**config.mk**
```make
export PLATFORM = sky130hd
export DESIGN_NAME = kanagawa_sdp_ram_stream_reader_flat
export DESIGN_NICKNAME = d
export VERILOG_FILES = /design/src/rtl/kanagawa_sdp_ram_stream_reader_if.sv /design/src/rtl/kanagawa_sdp_ram_stream_reader.sv /design/src/flat_wrapper.sv
export SDC_FILE = /design/constraint.sdc
export NUM_CORES = 1
export LEC_CHECK = 0
export CORE_UTILIZATION = 35
export DETAILED_ROUTE_END_ITERATION = 10
export DONT_BUFFER_PORTS = 1
export GPL_ROUTABILITY_DRIVEN = 0
export PLACE_DENSITY_LB_ADDON = 0.3
export SYNTH_ARGS = -nofsm -noshare
export SYNTH_HDL_FRONTEND = slang
export SYNTH_SLANG_ARGS = --single-unit
export TNS_END_PERCENT = 100
```
**constraint.sdc**
```tcl
create_clock -name clk -period 5.9 [get_ports clk]
set_clock_uncertainty 0.15 [all_clocks]
set_input_delay 1.475 -clock clk [delete_from_list [all_inputs] [get_ports clk]]
set_output_delay 1.475 -clock clk [all_outputs]
set_load 0.005 [all_outputs]
```
**src/rtl/kanagawa_sdp_ram_stream_reader_if.sv**
```systemverilog
// Command, RAM read-port and output-stream signals of the SDP RAM stream reader.
// The reader connects through 'slave'; the surrounding logic or a bench connects through 'master'.
interface kanagawa_sdp_ram_stream_reader_if #(
  parameter int WIDTH       = 32,
  parameter int ADDR_WIDTH  = 5,
  parameter int COUNT_WIDTH = 6
);
  logic                   cmd_valid_in;
  logic                   cmd_ready_out;
  logic [ADDR_WIDTH-1:0]  cmd_addr_in;
  logic [COUNT_WIDTH-1:0] cmd_count_in;
  logic                   ram_rd_en_out;
  logic [ADDR_WIDTH-1:0]  ram_rd_addr_out;
  logic [WIDTH-1:0]       ram_rd_data_in;
  logic                   data_valid_out;
  logic                   data_ready_in;
  logic [WIDTH-1:0]       data_out;
  logic                   data_last_out;
  logic                   busy_out;

  modport slave (
    input  cmd_valid_in, cmd_addr_in, cmd_count_in, ram_rd_data_in, data_ready_in,
    output cmd_ready_out, ram_rd_en_out, ram_rd_addr_out, data_valid_out, data_out,
    data_last_out, busy_out
  );

  modport master (
    output cmd_valid_in, cmd_addr_in, cmd_count_in, ram_rd_data_in, data_ready_in,
    input  cmd_ready_out, ram_rd_en_out, ram_rd_addr_out, data_valid_out, data_out,
    data_last_out, busy_out
  );
endinterface

```
**src/rtl/kanagawa_sdp_ram_stream_reader.sv**
```systemverilog
// Burst read initiator for the SDP RAM tile: issues reads, absorbs the RAM latency, streams words out.
// Define KANAGAWA_STREAM_READER_ASSERT_EN to compile in simulation assertions.
module kanagawa_sdp_ram_stream_reader #(
  parameter int WIDTH        = 32,
  parameter int DEPTH        = 32,
  parameter int ADDR_WIDTH   = $clog2(DEPTH),
  parameter int READ_LATENCY = 2,
  parameter int COUNT_WIDTH  = ADDR_WIDTH + 1
) (
  input logic clk,
  input logic rst,
  kanagawa_sdp_ram_stream_reader_if.slave bus
);

  localparam int BUF_DEPTH = READ_LATENCY + 2;
  localparam int OUT_W     = $clog2(BUF_DEPTH + 1);
  localparam int PTR_W     = $clog2(BUF_DEPTH);

  typedef enum logic [1:0] {IDLE, ISSUE, DRAIN} state_t;

  state_t                  state_q, state_d;
  logic [ADDR_WIDTH-1:0]   addr_q, addr_d;
  logic [COUNT_WIDTH-1:0]  rem_q, rem_d;
  logic [OUT_W-1:0]        outst_q, outst_d;
  logic [READ_LATENCY-1:0] vld_q, vld_d;
  logic [READ_LATENCY-1:0] tag_q, tag_d;
  logic [WIDTH-1:0]        fifo_data_q [BUF_DEPTH];
  logic [WIDTH-1:0]        fifo_data_d [BUF_DEPTH];
  logic                    fifo_last_q [BUF_DEPTH];
  logic                    fifo_last_d [BUF_DEPTH];
  logic [PTR_W-1:0]        wr_ptr_q, wr_ptr_d;
  logic [PTR_W-1:0]        rd_ptr_q, rd_ptr_d;
  logic [OUT_W-1:0]        fifo_cnt_q, fifo_cnt_d;

  logic fifo_valid, cmd_fire, issue, pop, exit_vld;

  function automatic logic [PTR_W-1:0] ptr_inc(input logic [PTR_W-1:0] p);
    return (p == PTR_W'(BUF_DEPTH - 1)) ? '0 : p + PTR_W'(1);
  endfunction

  always_comb begin
    state_d     = state_q;
    addr_d      = addr_q;
    rem_d       = rem_q;
    outst_d     = outst_q;
    fifo_data_d = fifo_data_q;
    fifo_last_d = fifo_last_q;
    wr_ptr_d    = wr_ptr_q;
    rd_ptr_d    = rd_ptr_q;
    fifo_cnt_d  = fifo_cnt_q;
    vld_d       = '0;
    tag_d       = '0;

    fifo_valid = (fifo_cnt_q != '0);
    cmd_fire   = (state_q == IDLE) && bus.cmd_valid_in && !rst;
    // outstanding counts every word issued but not yet popped, so the buffer cannot overflow
    issue      = (state_q == ISSUE) && (outst_q < OUT_W'(BUF_DEPTH)) && !rst;
    pop        = fifo_valid && bus.data_ready_in && !rst;
    exit_vld   = vld_q[READ_LATENCY-1];

    case (state_q)
      IDLE: begin
        if (cmd_fire && (bus.cmd_count_in != '0)) begin
          addr_d  = bus.cmd_addr_in;
          rem_d   = bus.cmd_count_in;
          state_d = ISSUE;
        end
      end
      ISSUE: begin
        if (issue) begin
          addr_d = (addr_q == ADDR_WIDTH'(DEPTH - 1)) ? '0 : addr_q + ADDR_WIDTH'(1);
          rem_d  = rem_q - COUNT_WIDTH'(1);
          if (rem_q == COUNT_WIDTH'(1)) state_d = DRAIN;
        end
      end
      DRAIN: begin
        if (pop && fifo_last_q[rd_ptr_q]) state_d = IDLE;
      end
      default: state_d = IDLE;
    endcase

    vld_d[0] = issue;
    tag_d[0] = (rem_q == COUNT_WIDTH'(1));
    for (int i = 1; i < READ_LATENCY; i++) begin
      vld_d[i] = vld_q[i-1];
      tag_d[i] = tag_q[i-1];
    end

    // the last pipeline stage lines up with the RAM returning that read's data
    if (exit_vld) begin
      fifo_data_d[wr_ptr_q] = bus.ram_rd_data_in;
      fifo_last_d[wr_ptr_q] = tag_q[READ_LATENCY-1];
      wr_ptr_d              = ptr_inc(wr_ptr_q);
    end
    if (pop) rd_ptr_d = ptr_inc(rd_ptr_q);

    case ({exit_vld, pop})
      2'b10:   fifo_cnt_d = fifo_cnt_q + OUT_W'(1);
      2'b01:   fifo_cnt_d = fifo_cnt_q - OUT_W'(1);
      default: fifo_cnt_d = fifo_cnt_q;
    endcase
    case ({issue, pop})
      2'b10:   outst_d = outst_q + OUT_W'(1);
      2'b01:   outst_d = outst_q - OUT_W'(1);
      default: outst_d = outst_q;
    endcase
  end

  always_ff @(posedge clk) begin
    if (rst) begin
      state_q    <= IDLE;
      addr_q     <= '0;
      rem_q      <= '0;
      outst_q    <= '0;
      vld_q      <= '0;
      tag_q      <= '0;
      wr_ptr_q   <= '0;
      rd_ptr_q   <= '0;
      fifo_cnt_q <= '0;
      for (int i = 0; i < BUF_DEPTH; i++) begin
        fifo_data_q[i] <= '0;
        fifo_last_q[i] <= 1'b0;
      end
    end else begin
      state_q     <= state_d;
      addr_q      <= addr_d;
      rem_q       <= rem_d;
      outst_q     <= outst_d;
      vld_q       <= vld_d;
      tag_q       <= tag_d;
      wr_ptr_q    <= wr_ptr_d;
      rd_ptr_q    <= rd_ptr_d;
      fifo_cnt_q  <= fifo_cnt_d;
      fifo_data_q <= fifo_data_d;
      fifo_last_q <= fifo_last_d;
    end
  end

  // outputs are forced to their reset values while rst is high
  assign bus.cmd_ready_out   = (state_q == IDLE) && !rst;
  assign bus.ram_rd_en_out   = issue;
  assign bus.ram_rd_addr_out = rst ? '0 : addr_q;
  assign bus.data_valid_out  = fifo_valid && !rst;
  assign bus.data_out        = rst ? '0 : fifo_data_q[rd_ptr_q];
  assign bus.data_last_out   = fifo_valid && !rst && fifo_last_q[rd_ptr_q];
  assign bus.busy_out        = (state_q != IDLE) && !rst;

`ifdef KANAGAWA_STREAM_READER_ASSERT_EN
  a_cmd_addr: assert property (@(posedge clk) disable iff (rst)
    cmd_fire |-> (32'(bus.cmd_addr_in) < DEPTH))
    else $error("cmd_addr_in out of range at handshake");
  a_hold: assert property (@(posedge clk) disable iff (rst)
    (bus.data_valid_out && !bus.data_ready_in) |=>
    (bus.data_valid_out && $stable(bus.data_out) && $stable(bus.data_last_out)))
    else $error("output word changed while stalled");
  a_outst: assert property (@(posedge clk) disable iff (rst)
    32'(outst_q) <= BUF_DEPTH)
    else $error("outstanding exceeds buffer depth");
  a_rd_x: assert property (@(posedge clk) disable iff (rst)
    exit_vld |-> !$isunknown(bus.ram_rd_data_in))
    else $error("unknown RAM data on a valid return");
`else
  // no checking logic in this build
`endif

endmodule

```
**src/flat_wrapper.sv**
```systemverilog
// flat-port wrapper written by rule: the top's interface ports become plain ports
module kanagawa_sdp_ram_stream_reader_flat 
#(
  parameter int WIDTH        = 32,
  parameter int DEPTH        = 32,
  parameter int ADDR_WIDTH   = $clog2(DEPTH),
  parameter int READ_LATENCY = 2,
  parameter int COUNT_WIDTH  = ADDR_WIDTH + 1
)
  (clk, rst, bus_cmd_valid_in, bus_cmd_addr_in, bus_cmd_count_in, bus_ram_rd_data_in, bus_data_ready_in, bus_cmd_ready_out, bus_ram_rd_en_out, bus_ram_rd_addr_out, bus_data_valid_out, bus_data_out, bus_data_last_out, bus_busy_out);
  kanagawa_sdp_ram_stream_reader_if #(.WIDTH(WIDTH), .ADDR_WIDTH(ADDR_WIDTH), .COUNT_WIDTH(COUNT_WIDTH)) bus_i ();
  input logic clk;
  input logic rst;
  input wire logic [$bits(bus_i.cmd_valid_in)-1:0] bus_cmd_valid_in;
  input wire logic [$bits(bus_i.cmd_addr_in)-1:0] bus_cmd_addr_in;
  input wire logic [$bits(bus_i.cmd_count_in)-1:0] bus_cmd_count_in;
  input wire logic [$bits(bus_i.ram_rd_data_in)-1:0] bus_ram_rd_data_in;
  input wire logic [$bits(bus_i.data_ready_in)-1:0] bus_data_ready_in;
  output wire logic [$bits(bus_i.cmd_ready_out)-1:0] bus_cmd_ready_out;
  output wire logic [$bits(bus_i.ram_rd_en_out)-1:0] bus_ram_rd_en_out;
  output wire logic [$bits(bus_i.ram_rd_addr_out)-1:0] bus_ram_rd_addr_out;
  output wire logic [$bits(bus_i.data_valid_out)-1:0] bus_data_valid_out;
  output wire logic [$bits(bus_i.data_out)-1:0] bus_data_out;
  output wire logic [$bits(bus_i.data_last_out)-1:0] bus_data_last_out;
  output wire logic [$bits(bus_i.busy_out)-1:0] bus_busy_out;
  assign bus_i.cmd_valid_in = bus_cmd_valid_in;
  assign bus_i.cmd_addr_in = bus_cmd_addr_in;
  assign bus_i.cmd_count_in = bus_cmd_count_in;
  assign bus_i.ram_rd_data_in = bus_ram_rd_data_in;
  assign bus_i.data_ready_in = bus_data_ready_in;
  assign bus_cmd_ready_out = bus_i.cmd_ready_out;
  assign bus_ram_rd_en_out = bus_i.ram_rd_en_out;
  assign bus_ram_rd_addr_out = bus_i.ram_rd_addr_out;
  assign bus_data_valid_out = bus_i.data_valid_out;
  assign bus_data_out = bus_i.data_out;
  assign bus_data_last_out = bus_i.data_last_out;
  assign bus_busy_out = bus_i.busy_out;
  kanagawa_sdp_ram_stream_reader #(.WIDTH(WIDTH), .DEPTH(DEPTH), .ADDR_WIDTH(ADDR_WIDTH), .READ_LATENCY(READ_LATENCY), .COUNT_WIDTH(COUNT_WIDTH)) u_core (.clk(clk), .rst(rst), .bus(bus_i));
endmodule
```
* Word-level counts from Yosys, hierarchy flattened
Index checks and enable logic that the tools add are counted.
** Word-level totals
- Register bits after elaboration :: 159
- Bits in latches :: 0
- Bits in writable memories :: 0
- Bits in read-only memories :: 0
- Bits of input ports :: 47
- Output and inout bits :: 42
- Logic and storage cells :: 98
- Memories kept :: 0
** Operators by class
- Add/sub/neg operators :: 8
- Multipliers :: 0
- Div/mod/pow operators :: 0
- Order comparisons :: 4
- Equality and inequality tests :: 14
- Shift-type cells :: 0
- Mux-type cells :: 30
- Bitwise gates (word level) :: 2
- Reduce and logical (&&, ||, !) cells :: 23
** Operators by type and width (number)
- 128-bit bitwise mux :: 1
- 32-bit two-way mux :: 4
- 32-bit binary-select mux with 2-bit select :: 1
- 32-bit demux with 2-bit select :: 1
- 5-bit two-way mux :: 4
- 1-bit logical AND :: 13
- 2-bit two-way mux :: 6
- 6-bit two-way mux :: 2
- 3-bit case mux with 2 select lines :: 2
- 6-bit case mux with 2 select lines :: 1
- 2-bit == test, second input constant :: 5
- 5-bit case mux with 2 select lines :: 1
- 2-bit nonzero test :: 4
- 3-bit by 1-bit adder with 3-bit output, second input constant :: 2
- 2-bit by 1-bit == test with 1-bit output, second input constant :: 3
- 6-bit by 1-bit == test with 1-bit output, second input constant :: 1
- 3-bit greater-or-equal comparator, second input constant :: 2
- 2-bit inverter with 3-bit output :: 2
- 2-bit case mux with 3 select lines :: 1
- 6-bit nonzero test :: 1
- 3-bit by 1-bit subtractor with 3-bit output, second input constant :: 2
- 6-bit by 1-bit subtractor with 6-bit output, second input constant :: 1
- 5-bit by 1-bit adder with 5-bit output, second input constant :: 1
- 5-bit == test, second input constant :: 1
- 14 further kinds :: 19

* Longest topological paths before layout
Gate-level depths: netlist of run 1.
- Depth after elaboration :: 7
- Gate-level depth with buffers :: 10
- Mapped depth without buffers :: 8

* Worst setup path after synthesis of run 1
OpenSTA, ideal clock, no wires.
- Kind :: in2out
- Start point :: input port rst
- End point :: output port bus_data_out[10]
- Arrival :: 2.075 ns
- Data required time :: 4.275 ns
- Path slack :: 2.200 ns
- Stages on the path :: 4
- Buffers on the path :: 2
- Path through :: buf_6 > inv_1 > clkbuf_1 > and2_1
** On the way
- Word-level cells in the longest chain between the ends :: 1
** Ends and longest elaborated chain
- start, declared :: RTL line flat_wrapper.sv:13 : input logic rst;
- 32-bit two-way mux :: RTL line kanagawa_sdp_ram_stream_reader.sv:144 : assign bus.data_out = rst ? '0 : fifo_data_q[rd_ptr_q];
- end, declared :: RTL line flat_wrapper.sv:23 : output wire logic [$bits(bus_i.data_out)-1:0] bus_data_out;
Every way passes these cells.

* Worst setup path in the final report of run 1
- Start point :: input port rst
- End point :: output port bus_data_out[12]
The elaborated chain is that of the path after synthesis.

==> results.ini, run 1 <==
[sta]
min_period_ns = 4.15
slew-limit-headroom = 0.221
rsz0062_at_grt = no
drv_slew = 0
max_freq_mhz = 241
finalSetupViolations = 0
worstMarginPinSlew_ns = 1.17
layout_setup_ws_ns = 1.75
fin_crit_sh = 0.704
tns_ns = 0
hold_viol = 0

[global_routing]
grt_pass1_vias = 5136
grt_pass1_wl_um = 27700
grt_util_all_layers = 0.177
grt-ovfl-total = 0
grt_max_degree = 168
antenna_found_initial = 0

[pwr]
vdd_drop_max_mv = 0.137
leakage_nw = 2.51
total_power_mw = 2.31
power_density_nw_per_um2 = 297

[route]
ant_nets = 0
drt_wl_total_um = 17700
drc_errors = 0
drt_iter0_markers = 338
via_per_inst = 5.05
drt_pass1_iterations = 5
vias = 5437
wl_per_cell_um = 16.5

[final_layout]
fill_cells = 2038
area_delta_synth_final_pct = 9.70
layout-drive-gt1-share = 0.110
diodes = 0
fin_nets = 860
stdcell_count = 1077

[logic_synthesis]
synth.avg_cell_area_um2 = 8.46
synth_most_common_cell = nand2_1
synth_common_cells = 276 x nand2_1, 159 x dfxtp_1, 146 x a21oi_1, 45 x clkbuf_1, 39 x and2_1
ys_warn_count = 0
syn_nets = 897
synth-edff-count = 0
ys_top_cells_by_area = dfxtp_1 45%, nand2_1 15%, mux4_2 10%, a21oi_1 10%, and2_1 3.4%
async_flop_share = 0
ys_seq_area_frac = 0.449
yosysTopAreaCell = dfxtp_1
synth-seq-cells = 159
yosysTopAreaCellShare = 0.449
synth.distinct_cells = 47
syn_inst = 837
synth_ff_type = dfxtp_1
netlist_area_um2 = 7080

[job]
drv_cap = 0

[placed_design]
dp_cells = 1046
portBuffers = 0
hpwl_um = 10300
pre_cts_ws_ns = 1.64

[cts]
clock_latency_ns = 0.42
cts_max_path_buffers = 2
root_buffer = clkbuf_16
cts-buffers-inserted = 17
ctsResizeCount = 0
hold_buffers = 0
h-tree-depth = 4
tritoncts = done
post_cts_buffers = 0
clk_pin_slew_worst_paths_ns = 0.06
clock-sinks = 159

[worst_setup_path]
critPathRequiredTime_ns = 4.28
critPathSlowestCell = inv_1
worst_setup_path_end_kind = output port
cp-start-kind = input pin
crit_chain = inv_1, and2_1
critPathTopFamily = buffers and inverters
critPathKind = input pin to output port
cp_max_fo = 167
critical_path_buf_inv_count = 1
arrival_ns = 2.53
slowest_delay_ns = 0.75

[die]
core_area_um2 = 19700
num_rows = 51
die-width_um = 144
io_pins = 89
start_util = 0.360
die_h_um = 144
die_area_um2 = 20800

[worst_hold_path]
hold_path.class = flop to flop

[outcome]
status = finished, final reports clean

[cells by family (layout without fill, tap and decap cells)]
kind of cell	Yosys count	in the layout	synth area share
flip-flops	159	159	0.449
AND/OR/NAND/NOR	369	369	0.222
AO/OA/AOI/OAI	174	174	0.141
buffers and inverters	82	57	0.0479
adder cells (fa/ha/maj)	13	13	0.0251
multiplexers	35	35	0.108
XOR/XNOR	5	5	0.00618
[final timing paths]
kind              cells after the start  slack (ns)               from           endpoint
setup / recovery                      2        1.75                rst   bus_data_out[12]
setup reg to reg                      8        2.88  u_core.state_q[1]  u_core.outst_q[2]
hold reg to reg                       1        0.30    u_core.tag_q[0]    u_core.tag_q[1]
hold / removal                        1        0.30    u_core.tag_q[0]    u_core.tag_q[1]
[metrics by stage]
step | cell area, um2 | hold slack [ns] | utilization
2_1_floorplan | 7080 | 0.264 | -
5_1_grt | 7770 | 0.316 | 0.395
3_5_place_dp | 7210 | 0.288 | 0.367
4_1_cts | 7770 | 0.297 | 0.395
6_report | 7770 | 0.297 | 0.395
3_3_place_gp | 7210 | 0.276 | 0.367
[layout make-up]
class	instances	area, um2	area share
multi-input combinational	596	3570	0.460
clock buffer	18	439	0.0565
tap	265	332	0.0427
clock inverter	13	123	0.0158
sequential	159	3190	0.410
timing repair buffer	6	45.0	0.00580
inverter	20	75.1	0.00966
[state kept, by name, summed over array words and instances, names as in the netlist]
register            count
u_core.addr_q           5
u_core.fifo_cnt_q       3
u_core.state_q          2
u_core.vld_q            2
u_core.rd_ptr_q         2
u_core.rem_q            6
u_core.fifo_data_q    128
u_core.outst_q          3
u_core.fifo_last_q      4
u_core.tag_q            2
u_core.wr_ptr_q         2
[routing by layer]
metal	vias to the layer above	GRT usage	wire length [um]
met1	2566	0.229	8120
met3	16	0.0434	899
met4	0	0.0715	323
met5	-	0	0
met2	127	0.281	8380
li1	2728	-	-
[cells in the final DEF, fill, tap and decap left out, types with 3 or more instances in the layout]
| cell | Yosys | layout |
|---|---|---|
| dfxtp_1 | 159 | 157 |
| buf_4 | 1 | 6 |
| nor2_1 | 20 | 20 |
| nor3_1 | 10 | 10 |
| nand2_1 | 276 | 272 |
| clkinvlp_4 | 0 | 3 |
| inv_1 | 19 | 19 |
| ha_1 | 11 | 11 |
| o21ai_0 | 5 | 5 |
| o32ai_2 | 4 | 4 |
| and2_1 | 39 | 39 |
| nand3_1 | 5 | 5 |
| mux4_2 | 33 | 33 |
| clkinv_2 | 0 | 8 |
| or3_1 | 3 | 3 |
| xor2_1 | 4 | 4 |
| a21oi_1 | 146 | 146 |
| nor2b_1 | 7 | 7 |
| clkbuf_16 | 0 | 17 |
| nand2_2 | 0 | 4 |
[power by group]
group	leakage, nW	switching, mW	internal [mW]	total, mW
clock	0.277	0.433	0.625	1.06
sequential	1.29	0.0236	1.10	1.12
combinational	0.950	0.0708	0.0579	0.129
No activity file was read; power rests on OpenSTA's default activity.
==> run 2: changes to the inputs <==
==> constraint.sdc (replaced) <==
create_clock -name clk -period 3.3 [get_ports clk]
set_clock_uncertainty 0.15 [all_clocks]
set_input_delay 0.825 -clock clk [delete_from_list [all_inputs] [get_ports clk]]
set_output_delay 0.825 -clock clk [all_outputs]
set_load 0.005 [all_outputs]
==> run 2 against run 1 <==
  * Non-clock buffer count up 13
  * Combinational power up 90%
  * Critical path depth up 1
  * Global-route usage up 0.16 points
  * Worst setup slack worse by 1.4 ns
  * Total power up 83%
  * Register-to-register slack worse by 2.1 ns
  * Die area unchanged
  * Flip-flop and latch count unchanged
  * Cell area up 2.0%
  * Worst hold slack worse by 0.0041 ns
  * Largest cell class unchanged
==> results.ini, run 2 (synthesis results as in run 1) <==
[outcome]
status = finished, final reports clean

[cts]
tritoncts = done
clock_latency_ns = 0.42  ; about the same
ctsResizeCount = 0  ; unchanged
h-tree-depth = 4  ; unchanged
clock-sinks = 159  ; unchanged
clk_pin_slew_worst_paths_ns = 0.07  ; about the same
post_cts_buffers = 0  ; unchanged
root_buffer = clkbuf_16
cts_max_path_buffers = 2  ; unchanged
hold_buffers = 0  ; unchanged
cts-buffers-inserted = 17  ; unchanged

[route]
ant_nets = 0  ; unchanged
vias = 5433  ; -0.074%
wl_per_cell_um = 16.1  ; -2.0%
drc_errors = 0  ; unchanged
drt_wl_total_um = 17600  ; -0.76%
drt_iter0_markers = 415  ; +23%
via_per_inst = 4.98  ; -1.4%
drt_pass1_iterations = 4  ; -1

[sta]
fin_crit_sh = 0.901
slew-limit-headroom = 0.473  ; +0.252
hold_viol = 0  ; unchanged
rsz0062_at_grt = no
finalSetupViolations = 0  ; unchanged
min_period_ns = 2.97
hold_ws_ns = 0.293  ; -0.00410 ns
tns_ns = 0  ; unchanged
drv_slew = 0  ; unchanged
max_freq_mhz = 336
worstMarginPinSlew_ns = 0.788  ; -0.380 ns

[worst_setup_path]
critPathKind = flop to output port
critPathSlowestCell = dfxtp_2
slowest_delay_ns = 0.61  ; -0.14 ns
cp_max_fo = 12  ; -93%
crit_chain = buf_4, mux4_2, and2_1
worst_setup_path_end_kind = output port
arrival_ns = 2.00  ; -0.53 ns
critPathRequiredTime_ns = 2.32  ; -1.96 ns
cp-start-kind = flop

[pwr]
total_power_mw = 4.22  ; +83%
internal_power_mw = 3.15  ; +77%
swShare = 0.253  ; +0.0242
pwr-share-seq = 0.472  ; -0.014
leakage_nw = 2.60  ; +3.5%
p_switching_mw = 1.07  ; +100%
power_density_nw_per_um2 = 532  ; +79%
vdd_drop_max_mv = 0.226  ; +65%
p_clk_frac = 0.470  ; +0.011
combPwrFrac = 0.058  ; +0.002

[final_layout]
largest_registers = u_core.fifo_data_q: 128 flops, u_core.rem_q: 6 flops, u_core.addr_q: 5 flops
regMostFlops = u_core.fifo_data_q
final_cell_mix = 276 x nand2_1, 157 x dfxtp_1, 146 x a21oi_1, 39 x and2_1, 33 x mux4_2
area_delta_synth_final_pct = 11.9
fin_nets = 873  ; +1.5%
final_common_cell = nand2_1
largest_register_ffs = 128  ; unchanged
diodes = 0  ; unchanged
finalInstanceArea_um2 = 7930  ; +2.0%
layout-drive-gt1-share = 0.120  ; +0.0102
final_core_util = 0.403  ; +0.00796

[die]
die_area_um2 = 20800  ; unchanged
die_h_um = 144  ; unchanged
core_area_um2 = 19700  ; unchanged
die-width_um = 144  ; unchanged
io_pins = 89  ; unchanged
num_rows = 51  ; unchanged
start_util = 0.360  ; unchanged

[job]
drv_cap = 0  ; unchanged

[global_routing]
grt_util_all_layers = 0.178  ; +0.00158
antenna_found_initial = 0  ; unchanged
grt_pass1_vias = 5175  ; +0.76%
grt_pass1_wl_um = 27800  ; +0.40%
grt-ovfl-total = 0  ; unchanged
grt_max_degree = 168  ; unchanged

[placed_design]
hpwl_um = 10800  ; +4.8%
place_area_um2 = 7330  ; +1.7%
portBuffers = 0  ; unchanged

[worst_hold_path]
hold_path.class = flop to flop

run 2: per-stage QoR:
step	std cells	setup WS, ns
after floorplan	837	0.513
after global placement	1059	0.623
final	1091	0.325
after global routing	1091	0.209
after detailed placement	1059	0.582
after CTS	1091	0.255
run 2: area by class of cell:
cell class | instances | area (um2)
clock buffer | 17 | 425
clock inverter | 15 | 168
fill | 2044 | 11700
inverter | 20 | 75.1
multi-input combinational | 596 | 3560
sequential | 159 | 3190
tap | 265 | 332
timing repair buffer | 19 | 180
run 2: power by group through the flow:
stage / Combinational [mW] / Sequential [mW] / Clock (mW)
after floorplan: 0.234 / 2.02 / 0
after global placement: 0.248 / 2.04 / 0
after detailed placement: 0.249 / 2.04 / 0
after CTS: 0.249 / 1.99 / 2.02
after global routing: 0.277 / 2.00 / 2.10
final: 0.245 / 1.99 / 1.98
run 2: final timing paths:
kind | end | startpoint | depth (start not counted) | slack [ns]
worst max-delay path | bus_data_out[27] | u_core.rd_ptr_q[0] | 3 | 0.33
worst min-delay path | u_core.vld_q[1] | u_core.vld_q[0] | 1 | 0.29
worst max register to register | u_core.outst_q[2] | u_core.state_q[1] | 8 | 0.80
worst min register to register | u_core.vld_q[1] | u_core.vld_q[0] | 1 | 0.29
run 2: worst max-delay path, delay by kind of cell (launching register included):
kind | cells | cell delay (ns)
buf+inv | 1 | 0.29
flops | 1 | 0.61
mux | 1 | 0.50
simple gates | 1 | 0.18
run 2: layer usage:
metal	track usage	routed length, um	vias up
met5	0	0	-
met4	0.0687	153	0
met3	0.0447	1170	9
met2	0.289	8680	121
met1	0.227	7580	2534
li1	-	-	2769
==> run 3: changes to the inputs <==
--- a/config.mk
+++ b/config.mk
@@ -5,7 +5,7 @@
 export SDC_FILE = /design/constraint.sdc
 export NUM_CORES = 1
 export LEC_CHECK = 0
-export CORE_UTILIZATION = 35
+export CORE_UTILIZATION = 50
 export DETAILED_ROUTE_END_ITERATION = 10
 export DONT_BUFFER_PORTS = 1
 export GPL_ROUTABILITY_DRIVEN = 0
==> run 3 against run 2 <==
  * Die area shrank 30%
  * First-iteration DRC count up 33%
  * Via count grew 6.1%
  * Non-clock buffer count decreased by 2
  * Count of clock-buffer cells in the layout grew 1
  * Fmax fell by 0.80%
  * Largest power group unchanged
==> results.ini, run 3 (synthesis results as in run 1) <==
[cts]
tritoncts = done
clock_latency_ns = 0.42  ; about the same
root_buffer = clkbuf_16
hold_buffers = 0  ; unchanged
h-tree-depth = 4  ; unchanged
cts_max_path_buffers = 2  ; unchanged
clock-sinks = 159  ; unchanged
ctsResizeCount = 0  ; unchanged
post_cts_buffers = 0  ; unchanged
cts-buffers-inserted = 17  ; unchanged
clk_pin_slew_worst_paths_ns = 0.06  ; about the same

[worst_setup_path]
worst_setup_path_end_kind = output port
critPathSlowestCell = dfxtp_2
arrival_ns = 2.02  ; +0.02 ns
slowest_delay_ns = 0.73  ; +0.12 ns
critPathKind = flop to output port
critPathRequiredTime_ns = 2.32  ; about the same
critPathTopFamily = flip-flops
cp_max_fo = 19  ; +7
crit_chain = buf_4, mux4_2, and2_1
critical_path_buf_inv_count = 1  ; unchanged
r2r_start = u_core.state_q[1]
cp-start-kind = flop
startpoint = u_core.rd_ptr_q[1]

[route]
wl_met2_um = 8620  ; -0.78%
drt_wl_total_um = 17300  ; -1.9%
vias = 5767  ; +6.1%
via_per_inst = 5.75  ; +15%
ant_nets = 0  ; unchanged
dr.max_layer_used = met4
drt_pass1_iterations = 8  ; +4
m1WireLength_um = 7150  ; -5.6%
dr_wl_met3_um = 1320  ; +13%
drt_iter0_markers = 551  ; +33%
drc_errors = 0  ; unchanged
wl_per_cell_um = 17.2  ; +6.8%

[die]
die_area_um2 = 14600  ; -30%
core_area_um2 = 13800  ; -30%
start_util = 0.512  ; +0.152
die_h_um = 121  ; -16%
io_pins = 89  ; unchanged
num_rows = 43  ; -16%
die-width_um = 121  ; -16%

[worst_hold_path]
hold_path.class = flop to flop
worst_hold_startpoint = u_core.tag_q[0]

[placed_design]
dp_cells = 972  ; -8.2%
portBuffers = 0  ; unchanged
hpwl_um = 10700  ; -0.83%
pre_cts_ws_ns = 0.565  ; -0.0175 ns

[sta]
tns_ns = 0  ; unchanged
drv_slew = 0  ; unchanged
rsz0062_at_grt = no
max_freq_mhz = 333  ; -0.80%
layout_setup_ws_ns = 0.301  ; -0.0239 ns
fin_crit_sh = 0.909  ; +0.00724
min_period_ns = 3.00  ; +0.0239 ns
slew-limit-headroom = 0.425  ; -0.0487
hold_viol = 0  ; unchanged
hold_ws_ns = 0.287  ; -0.00666 ns
finalSetupViolations = 0  ; unchanged
worstMarginPinSlew_ns = 0.863  ; +0.0750 ns

[final_layout]
stdcell_count = 1003  ; -8.1%
largest_register_ffs = 128  ; unchanged
regMostFlops = u_core.fifo_data_q
diodes = 0  ; unchanged
area_delta_synth_final_pct = 9.50
fin_nets = 871  ; -0.23%
final_common_cell = nand2_1
largest_registers = u_core.fifo_data_q: 128 flops, u_core.rem_q: 6 flops, u_core.addr_q: 5 flops
final_core_util = 0.561  ; +0.158
final_cell_mix = 276 x nand2_1, 157 x dfxtp_1, 146 x a21oi_1, 39 x and2_1, 33 x mux4_2
layout-drive-gt1-share = 0.115  ; -0.00442

[global_routing]
grt_max_degree = 168  ; unchanged
grt-ovfl-total = 0  ; unchanged
grt_pass1_vias = 5529  ; +6.8%
grt_pass1_wl_um = 27700  ; -0.27%
antenna_found_initial = 0  ; unchanged
grt_util_all_layers = 0.245  ; +0.0664

[pwr]
leakage_nw = 2.56  ; -1.7%
vdd_drop_max_mv = 0.343  ; +52%
power_density_nw_per_um2 = 532  ; about the same

[outcome]
status = finished, final reports clean

[job]
drv_cap = 0  ; unchanged

-- run 3: final cells by class --
class	count	area, um2
clock buffer	18	429
clock inverter	13	140
fill	1208	6070
inverter	20	75.1
multi-input combinational	596	3560
sequential	159	3190
tap	180	225
timing repair buffer	17	140
-- run 3: power by group --
part           switching (mW)  total, mW  internal [mW]
combinational           0.139      0.248          0.109
clock                   0.778       1.89           1.11
sequential             0.0339       1.99           1.96
-- run 3: final timing paths --
kind,to,slack [ns],cells past startpoint
max,bus_data_out[14],0.30,3
min,u_core.tag_q[1],0.29,1
max reg2reg,u_core.outst_q[2],0.78,8
min reg2reg,u_core.tag_q[1],0.29,1
-- run 3: layer usage --
layer | track usage | up-vias
met2 | 0.416 | 236
met4 | 0.0679 | 0
met3 | 0.0597 | 15
met1 | 0.308 | 2766
li1 | - | 2750
met5 | 0 | -
-- run 3: metrics by stage --
stage | area [um2] | power, mW
global placement | 7190 | 2.27
finish | 7760 | 4.13
floorplan | 7080 | 2.25
global route | 7760 | 4.28
detailed placement | 7190 | 2.28
CTS | 7760 | 4.17
